$ cat config.mk
export PLATFORM = sky130hd
export DESIGN_NAME = hazard_ctrl_flat
export DESIGN_NICKNAME = d
export VERILOG_FILES = /design/src/rtl/hazard_ctrl_if.sv /design/src/rtl/hazard_ctrl.sv /design/src/flat_wrapper.sv
export SDC_FILE = /design/constraint.sdc
export NUM_CORES = 1
export LEC_CHECK = 0
export BUFFER_PORTS_ARGS = -buffer_cell sky130_fd_sc_hd__buf_2
export CAP_MARGIN = 20
export CORE_ASPECT_RATIO = 0.75
export CORE_UTILIZATION = 30
export DETAILED_ROUTE_END_ITERATION = 12
export HOLD_SLACK_MARGIN = 0.06
export PLACE_DENSITY_LB_ADDON = 0.15
export REMOVE_ABC_BUFFERS = 1
export SLEW_MARGIN = 20
export SYNTH_ARGS = -nofsm -noshare
export SYNTH_HDL_FRONTEND = slang
export SYNTH_SLANG_ARGS = --single-unit
$ cat constraint.sdc
create_clock -name clk -period 2.1 [get_ports clk]
set_input_delay 0.315 -clock clk [delete_from_list [all_inputs] [get_ports clk]]
set_output_delay 0.315 -clock clk [all_outputs]
set_load 0.03 [all_outputs]
$ cat src/rtl/hazard_ctrl_if.sv
// Hazard controller bus: hazard sources from the pipeline in, per-register stall/flush
// controls and status out.
interface hazard_ctrl_if #(
  parameter int unsigned REG_ADDR_WIDTH = 5,
  parameter int unsigned COUNT_WIDTH    = 32
);
  logic [REG_ADDR_WIDTH-1:0] id_rs1;
  logic [REG_ADDR_WIDTH-1:0] id_rs2;
  logic                      id_uses_rs1;
  logic                      id_uses_rs2;
  logic [REG_ADDR_WIDTH-1:0] ex_rd;
  logic                      ex_mem_read;
  logic                      ex_redirect;
  logic                      ex_mdu_start;
  logic                      mdu_done;
  logic                      dcache_wait;
  logic                      icache_wait;

  logic                      stall_pc;
  logic                      stall_if_id;
  logic                      stall_id_ex;
  logic                      stall_ex_mem;
  logic                      flush_if_id;
  logic                      flush_id_ex;
  logic                      flush_ex_mem;
  logic                      flush_mem_wb;
  logic                      mdu_busy;
  logic                      mdu_timeout;
  logic [COUNT_WIDTH-1:0]    stall_cycles;

  // Pipeline side: reports hazards, consumes stall/flush controls
  modport master (
    output id_rs1, id_rs2, id_uses_rs1, id_uses_rs2, ex_rd, ex_mem_read,
           ex_redirect, ex_mdu_start, mdu_done, dcache_wait, icache_wait,
    input  stall_pc, stall_if_id, stall_id_ex, stall_ex_mem,
           flush_if_id, flush_id_ex, flush_ex_mem, flush_mem_wb,
           mdu_busy, mdu_timeout, stall_cycles
  );

  modport slave (
    input  id_rs1, id_rs2, id_uses_rs1, id_uses_rs2, ex_rd, ex_mem_read,
           ex_redirect, ex_mdu_start, mdu_done, dcache_wait, icache_wait,
    output stall_pc, stall_if_id, stall_id_ex, stall_ex_mem,
           flush_if_id, flush_id_ex, flush_ex_mem, flush_mem_wb,
           mdu_busy, mdu_timeout, stall_cycles
  );
endinterface

$ cat src/rtl/hazard_ctrl.sv
// Central stall/flush scheduler for the 5-stage pipeline, with MDU sequencing FSM,
// MDU watchdog and a saturating stall-cycle counter.
module hazard_ctrl #(
  parameter int unsigned REG_ADDR_WIDTH = 5,
  parameter int unsigned MDU_TIMEOUT    = 64,
  parameter int unsigned COUNT_WIDTH    = 32
) (
  input  logic         clk,
  input  logic         reset,
  hazard_ctrl_if.slave hz
);

  localparam int unsigned CNT_W = $clog2(MDU_TIMEOUT) + 1;
  localparam logic [CNT_W-1:0] CNT_LAST = CNT_W'(MDU_TIMEOUT - 1);

  typedef enum logic [0:0] {
    RUN      = 1'b0,
    MDU_BUSY = 1'b1
  } state_t;

  state_t                 state;
  logic [CNT_W-1:0]       mdu_cnt;
  logic                   mdu_timeout_q;
  logic [COUNT_WIDTH-1:0] stall_cnt;

  logic load_use;
  logic mdu_stall;
  logic stall_pc, stall_if_id, stall_id_ex, stall_ex_mem;
  logic flush_if_id, flush_id_ex, flush_ex_mem, flush_mem_wb;

  always_comb begin
    load_use = hz.ex_mem_read && (hz.ex_rd != '0) &&
               ((hz.id_uses_rs1 && (hz.id_rs1 == hz.ex_rd)) ||
                (hz.id_uses_rs2 && (hz.id_rs2 == hz.ex_rd)));
    // ex_mdu_start only matters in RUN; in MDU_BUSY the busy state alone stalls
    mdu_stall = !hz.mdu_done &&
                ((state == MDU_BUSY) || ((state == RUN) && hz.ex_mdu_start));
  end

  // Priority-encoded stall/flush; only the winning hazard drives anything
  always_comb begin
    stall_pc     = 1'b0;
    stall_if_id  = 1'b0;
    stall_id_ex  = 1'b0;
    stall_ex_mem = 1'b0;
    flush_if_id  = 1'b0;
    flush_id_ex  = 1'b0;
    flush_ex_mem = 1'b0;
    flush_mem_wb = 1'b0;
    if (!reset) begin
      if (hz.dcache_wait) begin
        stall_pc     = 1'b1;
        stall_if_id  = 1'b1;
        stall_id_ex  = 1'b1;
        stall_ex_mem = 1'b1;
        flush_mem_wb = 1'b1;
      end else if (mdu_stall) begin
        stall_pc     = 1'b1;
        stall_if_id  = 1'b1;
        stall_id_ex  = 1'b1;
        flush_ex_mem = 1'b1;
      end else if (hz.ex_redirect) begin
        flush_if_id  = 1'b1;
        flush_id_ex  = 1'b1;
      end else if (load_use) begin
        stall_pc     = 1'b1;
        stall_if_id  = 1'b1;
        flush_id_ex  = 1'b1;
      end else if (hz.icache_wait) begin
        stall_pc     = 1'b1;
        flush_if_id  = 1'b1;
      end
    end
  end

  always_ff @(posedge clk or posedge reset) begin
    if (reset) begin
      state         <= RUN;
      mdu_cnt       <= '0;
      mdu_timeout_q <= 1'b0;
      stall_cnt     <= '0;
    end else begin
      if (stall_pc && (stall_cnt != '1))
        stall_cnt <= stall_cnt + COUNT_WIDTH'(1);
      case (state)
        RUN: begin
          if (hz.ex_mdu_start && !hz.mdu_done && !hz.dcache_wait) begin
            state   <= MDU_BUSY;
            mdu_cnt <= CNT_W'(1);
          end
        end
        MDU_BUSY: begin
          if (hz.mdu_done) begin
            state   <= RUN;
            mdu_cnt <= '0;
          end else if (mdu_cnt == CNT_LAST) begin
            mdu_timeout_q <= 1'b1;
            state         <= RUN;
            mdu_cnt       <= '0;
          end else begin
            mdu_cnt <= mdu_cnt + CNT_W'(1);
          end
        end
        default: begin
          state   <= RUN;
          mdu_cnt <= '0;
        end
      endcase
    end
  end

  assign hz.stall_pc     = stall_pc;
  assign hz.stall_if_id  = stall_if_id;
  assign hz.stall_id_ex  = stall_id_ex;
  assign hz.stall_ex_mem = stall_ex_mem;
  assign hz.flush_if_id  = flush_if_id;
  assign hz.flush_id_ex  = flush_id_ex;
  assign hz.flush_ex_mem = flush_ex_mem;
  assign hz.flush_mem_wb = flush_mem_wb;
  assign hz.mdu_busy     = (state == MDU_BUSY);
  assign hz.mdu_timeout  = mdu_timeout_q;
  assign hz.stall_cycles = stall_cnt;

endmodule

$ cat src/flat_wrapper.sv
// flat-port wrapper written by rule: the top's interface ports become plain ports
module hazard_ctrl_flat 
#(
  parameter int unsigned REG_ADDR_WIDTH = 5,
  parameter int unsigned MDU_TIMEOUT    = 64,
  parameter int unsigned COUNT_WIDTH    = 32
)
  (clk, reset, hz_id_rs1, hz_id_rs2, hz_id_uses_rs1, hz_id_uses_rs2, hz_ex_rd, hz_ex_mem_read, hz_ex_redirect, hz_ex_mdu_start, hz_mdu_done, hz_dcache_wait, hz_icache_wait, hz_stall_pc, hz_stall_if_id, hz_stall_id_ex, hz_stall_ex_mem, hz_flush_if_id, hz_flush_id_ex, hz_flush_ex_mem, hz_flush_mem_wb, hz_mdu_busy, hz_mdu_timeout, hz_stall_cycles);
  hazard_ctrl_if #(.REG_ADDR_WIDTH(REG_ADDR_WIDTH), .COUNT_WIDTH(COUNT_WIDTH)) hz_i ();
  input  logic clk;
  input  logic reset;
  input wire logic [$bits(hz_i.id_rs1)-1:0] hz_id_rs1;
  input wire logic [$bits(hz_i.id_rs2)-1:0] hz_id_rs2;
  input wire logic [$bits(hz_i.id_uses_rs1)-1:0] hz_id_uses_rs1;
  input wire logic [$bits(hz_i.id_uses_rs2)-1:0] hz_id_uses_rs2;
  input wire logic [$bits(hz_i.ex_rd)-1:0] hz_ex_rd;
  input wire logic [$bits(hz_i.ex_mem_read)-1:0] hz_ex_mem_read;
  input wire logic [$bits(hz_i.ex_redirect)-1:0] hz_ex_redirect;
  input wire logic [$bits(hz_i.ex_mdu_start)-1:0] hz_ex_mdu_start;
  input wire logic [$bits(hz_i.mdu_done)-1:0] hz_mdu_done;
  input wire logic [$bits(hz_i.dcache_wait)-1:0] hz_dcache_wait;
  input wire logic [$bits(hz_i.icache_wait)-1:0] hz_icache_wait;
  output wire logic [$bits(hz_i.stall_pc)-1:0] hz_stall_pc;
  output wire logic [$bits(hz_i.stall_if_id)-1:0] hz_stall_if_id;
  output wire logic [$bits(hz_i.stall_id_ex)-1:0] hz_stall_id_ex;
  output wire logic [$bits(hz_i.stall_ex_mem)-1:0] hz_stall_ex_mem;
  output wire logic [$bits(hz_i.flush_if_id)-1:0] hz_flush_if_id;
  output wire logic [$bits(hz_i.flush_id_ex)-1:0] hz_flush_id_ex;
  output wire logic [$bits(hz_i.flush_ex_mem)-1:0] hz_flush_ex_mem;
  output wire logic [$bits(hz_i.flush_mem_wb)-1:0] hz_flush_mem_wb;
  output wire logic [$bits(hz_i.mdu_busy)-1:0] hz_mdu_busy;
  output wire logic [$bits(hz_i.mdu_timeout)-1:0] hz_mdu_timeout;
  output wire logic [$bits(hz_i.stall_cycles)-1:0] hz_stall_cycles;
  assign hz_i.id_rs1 = hz_id_rs1;
  assign hz_i.id_rs2 = hz_id_rs2;
  assign hz_i.id_uses_rs1 = hz_id_uses_rs1;
  assign hz_i.id_uses_rs2 = hz_id_uses_rs2;
  assign hz_i.ex_rd = hz_ex_rd;
  assign hz_i.ex_mem_read = hz_ex_mem_read;
  assign hz_i.ex_redirect = hz_ex_redirect;
  assign hz_i.ex_mdu_start = hz_ex_mdu_start;
  assign hz_i.mdu_done = hz_mdu_done;
  assign hz_i.dcache_wait = hz_dcache_wait;
  assign hz_i.icache_wait = hz_icache_wait;
  assign hz_stall_pc = hz_i.stall_pc;
  assign hz_stall_if_id = hz_i.stall_if_id;
  assign hz_stall_id_ex = hz_i.stall_id_ex;
  assign hz_stall_ex_mem = hz_i.stall_ex_mem;
  assign hz_flush_if_id = hz_i.flush_if_id;
  assign hz_flush_id_ex = hz_i.flush_id_ex;
  assign hz_flush_ex_mem = hz_i.flush_ex_mem;
  assign hz_flush_mem_wb = hz_i.flush_mem_wb;
  assign hz_mdu_busy = hz_i.mdu_busy;
  assign hz_mdu_timeout = hz_i.mdu_timeout;
  assign hz_stall_cycles = hz_i.stall_cycles;
  hazard_ctrl #(.REG_ADDR_WIDTH(REG_ADDR_WIDTH), .MDU_TIMEOUT(MDU_TIMEOUT), .COUNT_WIDTH(COUNT_WIDTH)) u_core (.clk(clk), .reset(reset), .hz(hz_i));
endmodule
* Yosys cells after proc, flatten, opt, wreduce, memory -nomap -nowiden
Cells that the tools add are included.
Operators by class: bitwise logic cells 2, equality and inequality tests 5, mux-type cells 35, reduce and logical (&&, ||, !) cells 15, add/subtract/negate cells 2
Operators with widths (number):
- adder 32 x 1 -> 32 bit (second input constant) | 1
- != test 32 bit (second input constant) | 1
- two-way mux 1 bit | 30
- two-way mux 7 bit | 3
- case mux 7 bit (2 select lines) | 1
- equality test 5 bit | 2
- logical AND 1 bit | 9
- adder 7 x 1 -> 7 bit (second input constant) | 1
- equality test 7 x 6 -> 1 bit (second input constant) | 1
- nonzero test 5 bit | 1
- AND reduction 3 bit | 1
- zero test 1 bit | 2
- logical OR 1 bit | 2
- != test 2 bit (second input constant) | 1
- NOT 1 bit | 2
- case mux 1 bit (2 select lines) | 1
Storage, ports and cells: bits of input ports 25, bits in registers 41

* Longest topological paths before layout
Gate-level depths: netlist of the first run.
depth after elaboration 10, gate-level depth with buffers 9, depth with buffers taken out 7

* Least setup slack after synthesis of the first run
OpenSTA, ideal clock, no wires.
path type reg2reg, start point register u_core.state (netlist: u_core.hz.mdu_busy), end point register u_core.stall_cnt[27] (netlist: u_core.hz.stall_cycles[27]), data required time 1966 ps, period minus slack after synthesis 2514 ps, library setup time 134 ps, stages on the path, launching flop included 8, path buffers 1, data arrival time 2380 ps, path slack -414 ps, cell sequence dfrtp_1 -> o21bai_1 -> a21oi_1 -> a31o_2 -> a21oi_2 -> buf_6 -> or4b_4 -> xnor2_2
On the way: word-level cells in the longest chain between the ends 8
RTL lines:
- start: declaration | RTL line hazard_ctrl.sv:21 | state_t state;
- start signal: assignment | RTL line hazard_ctrl.sv:78 | state <= RUN;
- start signal: assignment | RTL line hazard_ctrl.sv:88 | state <= MDU_BUSY;
- start signal: assignment | RTL line hazard_ctrl.sv:94 | state <= RUN;
- NOT 1 bit | RTL line hazard_ctrl.sv:37 | ((state == MDU_BUSY) || ((state == RUN) && hz.ex_mdu_start));
- logical AND 1 bit | RTL line hazard_ctrl.sv:37
- logical OR 1 bit (*) | RTL line hazard_ctrl.sv:37
- logical AND 1 bit (*) | RTL line hazard_ctrl.sv:36 | mdu_stall = !hz.mdu_done &&
- two-way mux 1 bit (*) | RTL line hazard_ctrl.sv:57 | end else if (mdu_stall) begin
- two-way mux 1 bit (*) | RTL line hazard_ctrl.sv:51 | if (hz.dcache_wait) begin
- two-way mux 1 bit (*) | RTL line hazard_ctrl.sv:50 | if (!reset) begin
- logical AND 1 bit (*) | RTL line hazard_ctrl.sv:83 | if (stall_pc && (stall_cnt != '1))
- end signal: assignment | RTL line hazard_ctrl.sv:84 | stall_cnt <= stall_cnt + COUNT_WIDTH'(1);
- end: declaration | RTL line hazard_ctrl.sv:24 | logic [COUNT_WIDTH-1:0] stall_cnt;
Mark *: on every way between the ends. The rest lies on a longest branch, timed or not. A chain may end at the register's enable or synchronous reset.

* Worst setup path in the final report of the first run
start point register u_core.stall_cnt[0] (netlist: u_core.hz.stall_cycles[0]), end point register u_core.stall_cnt[5] (netlist: u_core.hz.stall_cycles[5])
On the way: word-level cells in the longest chain between the ends 2, elaborated cells on any way between the ends 3
RTL lines:
- parallel branches: the longest is 2 deep, another holds adder 32 x 1 -> 32 bit
Parallel ways; which one is timed is not known.

==> results of run 1 <==
synth_stat cells, types with 4 or more instances:
library cell,n,area [sq um]
dfrtp_1,41,1030
xnor2_1,26,228
nand2_1,25,93.8
nand3_1,15,75.1
xor2_1,14,123
nor3_1,13,65.1
nand4_1,12,75.1
nor2_1,10,37.5
o21ai_0,10,50.1
inv_1,9,33.8
nor4_1,7,43.8
a21oi_1,5,25.0
and3_1,4,25.0
stage by stage:
step / setup slack (ns) / hold WS [ns] / util, % / instance area, sq um / total power, mW
final: 0.126 / 0.203 / 41.7 / 3070 / 2.29
after global routing: 0.00519 / 0.209 / 41.7 / 3070 / 2.43
after CTS: 0.0437 / 0.195 / 41.1 / 3030 / 2.32
after detailed placement: -0.0234 / 0.459 / 39.8 / 2930 / 1.74
after floorplan: -0.565 / 0.378 / - / 2230 / 1.41
after global placement: 0.0207 / 0.462 / 39.8 / 2930 / 1.74
critical path, stage by stage (launching register included):
cell	delay [ns]
dfrtp_1	0.39
ha_1	0.21
nand3_1	0.14
nor3_2	0.09
and4_1	0.21
buf_12	0.16
or4b_1	0.52
xnor2_1	0.14
logic make-up after synthesis:
group	Yosys count
flops	41
xor+xnor	42
compound gates	24
mux	1
buf+inv	16
fa+ha+maj	2
simple gates	104
worst max-delay path by stage:
stage	end	cells past startpoint
after floorplan	u_core.hz.stall_cycles[1]	7
after global placement	u_core.hz.stall_cycles[27]	8
after detailed placement	u_core.hz.stall_cycles[25]	8
after CTS	u_core.hz.stall_cycles[22]	6
after global routing	u_core.hz.stall_cycles[23]	6
final	u_core.hz.stall_cycles[5]	7
power groups by stage:
stage / combinational, mW / clock [mW] / sequential, mW
global route: 0.833 / 0.624 / 0.975
floorplan: 0.227 / 0 / 1.18
finish: 0.761 / 0.575 / 0.957
detailed placement: 0.767 / 0 / 0.972
CTS: 0.768 / 0.596 / 0.957
global placement: 0.764 / 0 / 0.971
routing by layer:
layer / vias up / GRT usage, % / wire length, um / share of wire, %
li1: 1017 / - / - / -
met1: 938 / 22.7 / 2920 / 53
met2: 40 / 21.6 / 2280 / 41
met3: 7 / 3.33 / 241 / 4.4
met4: 0 / 4.65 / 74 / 1.3
met5: - / 0 / 0 / 0
cells in the final DEF, fill, tap and decap left out, types with 2 or more instances in the layout:
cell,count
buf_12,2
nor2b_1,2
nand3_1,15
ha_1,2
nor3_2,2
clkbuf_8,7
or4_1,2
nor2_1,10
nand2_1,25
and3_1,4
xnor2_2,2
nor4_1,5
o21ai_0,10
buf_2,66
nand4_1,12
xor2_1,14
nand4_2,2
nor4_2,4
a21oi_1,5
buf_4,29
xnor2_1,26
nor4b_2,2
nor3_1,12
dfrtp_1,41
inv_1,9
timing repair:
action	in CTS	in global routing
buffers inserted	0	2
hold buffers	0	0
resized for setup	0	5
endpoints found under the setup margin	0	16
area by class of cell:
class,count,area [sq um]
repair buffers,97,588
clock inverters,1,5.00
well taps,101,126
clock buffers,7,96.3
multi-input cells,173,1190
fillers,791,4290
inverters,10,40.0
flip-flops and latches,41,1030
state kept, by name, indices dropped and copies added (netlist names):
register and flops:
u_core.hz.stall_cycles 32, u_core.mdu_cnt 7, u_core.hz.mdu_busy 1, u_core.hz.mdu_timeout 1
==> flow_summary.ini, run 1 <==
[timing]
timing.fmax_mhz = 507
hold_viol = 0
setup_viol = 0
rsz0062_at_grt = false
drv_slew = 0
max_slew_margin_pct = 65.1
tightest_slew_ns = 0.524
period_share_pct = 94.0
fin_skew_ns = 0.0102
fin_tns_setup_ns = 0
fin_crit_ns = 1.97

[floorplanning]
die_w_um = 103
die_y_um = 77.6
core_sq_mm = 0.00736
die_area_sq_mm = 0.00797
io_pins = 67
rows = 27
initial_core_util_pct = 31.0

[routing]
routed_wl_mm = 5.52
dr_total_vias = 2002
drcViolationCount = 0
wl_per_cell_um = 12.8
vias_per_cell = 4.66
postRouteAntennaNets = 0
drtIter0Drc = 91
detail_route.first_pass.iterations = 4

[critical_path]
crit_type = register to register
regToRegSetupSlack_ns = 0.13
worstPathRequired_ns = 2.28
cp_data_arrival_time_ns = 2.15
rr_worst_depth = 7
reg2reg_from = u_core.hz.stall_cycles[0]
crit_path_start = u_core.hz.stall_cycles[0]
timing.rr.end = u_core.hz.stall_cycles[5]
setup.worst_path.start_class = register
critPathCaptureType = register
cp_max_fo = 21

[pwr]
seqPwrFrac_pct = 41.7
internal_power_mw = 1.49
leakagePower_nw = 1.45
combinationalPowerShare_pct = 33.2
p_per_area_mw_per_mm2 = 746
ir_worst_vdd_uv = 522
sw_frac_of_total_pct = 35.1
p_switching_mw = 0.805
p_clk_share_pct = 25.1

[clock_network]
cts_tree = yes
h-tree-depth = 2
cts_buffer_depth = 2
cts.sinks = 41
cts_root_buf = clkbuf_8
cts_inserted_buffers = 5
clk_pin_slew_ns = 0.08
clock_latency_ns = 0.29

[yosys]
netlist_instances = 230
synth_edf_count = 0
synth-xor-area-share_pct = 16.8
syn_area_sq_mm = 0.00228
ys_seq_area_share_pct = 44.9
synthFlopType = dfrtp_1
synth-compound-area-share_pct = 6.19
yosysWarnings = 0
synth.distinct_cells = 41
syn_area_per_cell_sq_um = 9.93
synth_mux_area_share_pct = 0.493
yosys.area_share.simple_pct = 26.3
synthAdderAreaFrac_pct = 1.10
async_reset_ff_share_pct = 100
ys_ff_latch = 41
synth_top_family_by_area = simple AND/OR/NAND/NOR gates

[final_layout]
area_growth_pct = 34.6
nets = 355
fin_cells = 430
drive_above_1_share_pct = 38.0
antenna_cells = 0

[global_route]
antenna_found_initial = 0
first_global_vias = 1912
grt_use_total_pct = 15.2
grt_remaining_overflow = 0
grt_pass1_wl_mm = 9.36
grt_max_degree = 42

[placed_design]
dp_cells = 420
io_buffers = 66
hpwl_mm = 4.18
gp_congestion = 0.753

[worst_hold_path]
worstHoldPathCells = 2
min_to = u_core.hz.mdu_busy
worstHoldStart = hz_mdu_done
min-delay-path-class = input pin to register

[status]
status = completed

[run]
cap_violations = 0
Power figures use the tool's default switching activity.
==> inputs of run 2 (changes only) <==
clock period = 2.2 ns   (was 2.1 ns; I/O delays follow)
==> run 2 against run 1 <==
  * Clock skew shrank 0.0026 ns
  * Power shrank 9.1%
  * Register-to-register slack barely moved
  * Via count decreased by 2.5%
  * Non-clock buffer count shrank 14
  * Clock power shrank 14%
  * Hold slack better by 0.011 ns
  * Critical path type unchanged
  * Critical endpoint is now u_core.hz.stall_cycles[27]
  * Largest power group unchanged
==> flow_summary.ini, run 2 (synthesized netlist as in run 1, its figures left out) <==
[status]
status = completed

[floorplanning]
die_w_um = 103
io_pins = 67
core_sq_mm = 0.00736
die_y_um = 77.6
rows = 27
initial_core_util_pct = 31.0
die_area_sq_mm = 0.00797

[placed_design]
place_ws_ns = 0.0559
gp_congestion = 0.744
io_buffers = 66
hpwl_mm = 4.00

[timing]
timing.fmax_mhz = 481
period_share_pct = 94.5
hold_viol = 0
tightest_slew_ns = 0.526
rsz0062_at_grt = false
timing.final.ws_setup_ns = 0.121
fin_skew_ns = 0.00763
setup_viol = 0
fin_tns_setup_ns = 0
drv_slew = 0
max_slew_margin_pct = 65.0
fin_crit_ns = 2.08

[global_route]
antenna_found_initial = 0
grt_pass1_wl_mm = 9.03
grt_use_total_pct = 14.6
met3_usage_pct = 3.60
first_global_vias = 1837
grt_remaining_overflow = 0
use_met2_pct = 20.1
use_met1_pct = 22.3
grt_max_degree = 42
grt.busiest_layer = met1

[critical_path]
slowest_delay_ns = 0.55
cp_data_arrival_time_ns = 2.26
cp_top_family = simple AND/OR/NAND/NOR gates
path_cells = nand3_1 > nor4_4 > nand2_1 > or4b_4 > xnor2_2
worstPathRequired_ns = 2.38
cp_max_fo = 5
cp_slowest_cell = or4b_4
critPathBufInv = 0
setup.worst_path.start_class = register
crit_type = register to register
critPathCaptureType = register

[clock_network]
cts_inserted_buffers = 5
h-tree-depth = 2
post_cts_buffers = 0
cts_buffer_depth = 2
cts.sinks = 41
cts_tree = yes
clock_latency_ns = 0.30
cts_root_buf = clkbuf_8
clk_pin_slew_ns = 0.08

[routing]
routed_wl_mm = 5.33
postRouteAntennaNets = 0
wl_per_cell_um = 12.8
drcViolationCount = 0
vias_per_cell = 4.69
detail_route.first_pass.iterations = 4
drtIter0Drc = 42
dr_total_vias = 1952

[pwr]
p_per_area_mw_per_mm2 = 710
total_power_mw = 2.08
leakagePower_nw = 1.38
ir_worst_vdd_uv = 611

[final_layout]
nets = 341
seq_area_sq_mm = 0.00103
area_growth_pct = 28.5
largest_reg_flops = 32
final_cell_mix = buf_2, dfrtp_1, xnor2_1
layout_commonest_cell = buf_2
drive_above_1_share_pct = 34.0
antenna_cells = 0
fillers = 785
multi_input_area_sq_mm = 0.00118

[worst_hold_path]
min-delay-path-class = input pin to register

[run]
cap_violations = 0
==> run 2: report_power, final <==
part	switching, mW	internal (mW)
sequential	0.0958	0.847
clock	0.277	0.221
combinational	0.399	0.245
==> run 2: layout make-up <==
type | instances | share of cell area [%]
inverter | 10 | 1.36
clock inverter | 2 | 0.341
sequential | 41 | 34.9
multi-input combinational | 173 | 40.1
clock buffer | 6 | 2.47
tap | 101 | 4.30
timing repair buffer | 83 | 16.4
==> run 2: worst register-to-register path: stages, from the launching register on <==
cell	delay [ns]
dfrtp_1	0.40
nand3_1	0.20
nor4_4	0.43
nand2_1	0.25
or4b_4	0.55
xnor2_2	0.14
==> run 2: worst paths after layout <==
kind / slack [ns] / depth (start not counted) / endpoint / from
worst max-delay path: 0.12 / 5 / u_core.hz.stall_cycles[27] / u_core.hz.stall_cycles[17]
worst min-delay path: 0.21 / 2 / u_core.hz.mdu_busy / hz_mdu_done
worst max register to register: 0.12 / 5 / u_core.hz.stall_cycles[27] / u_core.hz.stall_cycles[17]
worst min register to register: 0.47 / 2 / u_core.hz.mdu_timeout / u_core.hz.mdu_timeout
max in group asynchronous: 1.58 / 3 / u_core.hz.stall_cycles[31] / reset
min in group asynchronous: 0.25 / 3 / u_core.hz.mdu_busy / reset
==> run 2: what timing repair did <==
item,4_1_cts,5_1_grt
resized for setup,0,3
setup endpoints to repair,0,2
hold buffers,0,0
==> run 2: layer usage <==
metal  up-vias  wire [um]
met4         0         54
met2        41       2150
met1       925       2890
met5         -          0
met3         5        234
li1        981          -
==> run 2: through the flow <==
step	instance area, sq um	cells	hold slack, ns	utilization, %
after global placement	2840	408	0.456	38.5
after CTS	2920	416	0.214	39.7
after floorplan	2230	224	0.393	-
final	2940	416	0.214	39.9
after global routing	2940	416	0.232	39.9
after detailed placement	2840	408	0.459	38.5
==> inputs of run 3 (changes only) <==
PLACE_DENSITY = 0.5   (was default)
PLACE_DENSITY_LB_ADDON = default   (was 0.15)
==> run 3 against run 2 <==
  * Clock-buffer cell count rose by 2
  * Critical endpoint is now hz_stall_pc
  * Sequential power fell by 1%
  * Final cell count rose by 1.2%
==> flow_summary.ini, run 3 (synthesized netlist as in run 1, its figures left out) <==
[floorplanning]
core_sq_mm = 0.00736
die_area_sq_mm = 0.00797
die_y_um = 77.6
die_w_um = 103
io_pins = 67
rows = 27
initial_core_util_pct = 31.0

[routing]
vias_per_cell = 4.69
drtIter0Drc = 61
drcViolationCount = 0
postRouteAntennaNets = 0
routed_wl_mm = 5.36
dr_total_vias = 1973
detail_route.first_pass.iterations = 4
wl_per_cell_um = 12.7

[final_layout]
fin_cells = 421
final_cell_mix = buf_2, dfrtp_1, xnor2_1
multi_input_area_sq_mm = 0.00117
largest_reg_flops = 32
nets = 346
fillers = 778
fin_util_pct = 40.3
antenna_cells = 0
layout_commonest_cell = buf_2
seq_area_sq_mm = 0.00103
drive_above_1_share_pct = 34.1
area_growth_pct = 29.9

[timing]
timing.fmax_mhz = 480
rsz0062_at_grt = false
fin_crit_ns = 2.08
max_slew_margin_pct = 59.2
fin_skew_ns = 0.00615
hold_viol = 0
setup_viol = 0
tightest_slew_ns = 0.609
drv_slew = 0
period_share_pct = 94.7

[critical_path]
setup.worst_path.start_class = register
critPathCaptureType = output port
worstPathRequired_ns = 1.87
crit_type = register to output port
cp_max_fo = 7
regToRegSetupSlack_ns = 0.20
rr_worst_depth = 7
cp_data_arrival_time_ns = 1.75

[global_route]
grt_use_total_pct = 14.8
first_global_vias = 1934
antenna_found_initial = 0
grt_pass1_wl_mm = 9.16
grt_remaining_overflow = 0
grt_max_degree = 42

[placed_design]
dp_cells = 413
hpwl_mm = 4.16
io_buffers = 66
gp_congestion = 0.744

[pwr]
leakagePower_nw = 1.39
p_per_area_mw_per_mm2 = 702
ir_worst_vdd_uv = 445

[clock_network]
h-tree-depth = 2
clk_pin_slew_ns = 0.08
cts.sinks = 41
cts_root_buf = clkbuf_8
post_cts_buffers = 0
cts_buffer_depth = 2
cts_inserted_buffers = 5
cts_hold_buf = 0
clock_latency_ns = 0.29
cts_tree = yes

[status]
status = completed

[worst_hold_path]
min-delay-path-class = input pin to asynchronous set/reset pin

[run]
cap_violations = 0
run 3: changes by cell type in the layout (fill, tap and decap cells not counted):
cell / before / now
inv_1: 9 / 8
clkinv_2: 2 / 0
clkinv_1: 0 / 1
o21bai_1: 0 / 1
o21bai_2: 1 / 0
buf_4: 15 / 20
clkbuf_1: 1 / 3
run 3: metal layers:
metal,vias to the layer above,wire [um],global-route usage [%]
li1,991,-,-
met1,919,2620,20.2
met2,57,2330,22.3
met3,6,345,4.14
met4,0,65,5.21
met5,-,0,0
run 3: through the flow:
| step | hold slack (ns) | cell area (sq um) | total power, mW | setup TNS [ns] | setup slack (ns) |
|---|---|---|---|---|---|
| floorplan | 0.393 | 2230 | 1.35 | -5.54 | -0.465 |
| global placement | 0.443 | 2880 | 1.62 | 0 | 0.0616 |
| detailed placement | 0.463 | 2880 | 1.63 | 0 | 0.0377 |
| CTS | 0.217 | 2960 | 2.11 | 0 | 0.0522 |
| global route | 0.237 | 2970 | 2.21 | 0 | 0.0110 |
| finish | 0.221 | 2970 | 2.08 | 0 | 0.116 |
run 3: timing repair:
item	CTS	global route
endpoints found under the setup margin	0	2
resized for setup	0	2
hold endpoints to repair	0	0
run 3: path summary, 6_finish.rpt:
path / start / endpoint
max in group asynchronous: reset / u_core.hz.stall_cycles[26]
worst max register to register: u_core.hz.stall_cycles[0] / u_core.hz.stall_cycles[5]
worst min-delay path: reset / u_core.hz.mdu_busy
min in group clk: hz_mdu_done / u_core.hz.mdu_busy
worst max-delay path: u_core.hz.mdu_busy / hz_stall_pc
worst min register to register: u_core.hz.mdu_timeout / u_core.hz.mdu_timeout
run 3: final cells by class:
cell class	count	area share (%)
tap	101	4.26
sequential	41	34.6
timing repair buffer	88	17.5
clock buffer	8	2.70
inverter	10	1.35
multi-input combinational	173	39.6
run 3: critical path, cell delays in order (launching register included):
cell	delay (ns)
dfrtp_1	0.43
o21bai_1	0.21
a21oi_1	0.12
a31o_2	0.24
a21oi_4	0.19
inv_4	0.08
buf_2	0.19
run 3: power breakdown:
| group | internal (mW) | switching (mW) |
|---|---|---|
| Clock | 0.226 | 0.252 |
| Combinational | 0.261 | 0.413 |
| Sequential | 0.847 | 0.0847 |
| Total | 1.33 | 0.749 |
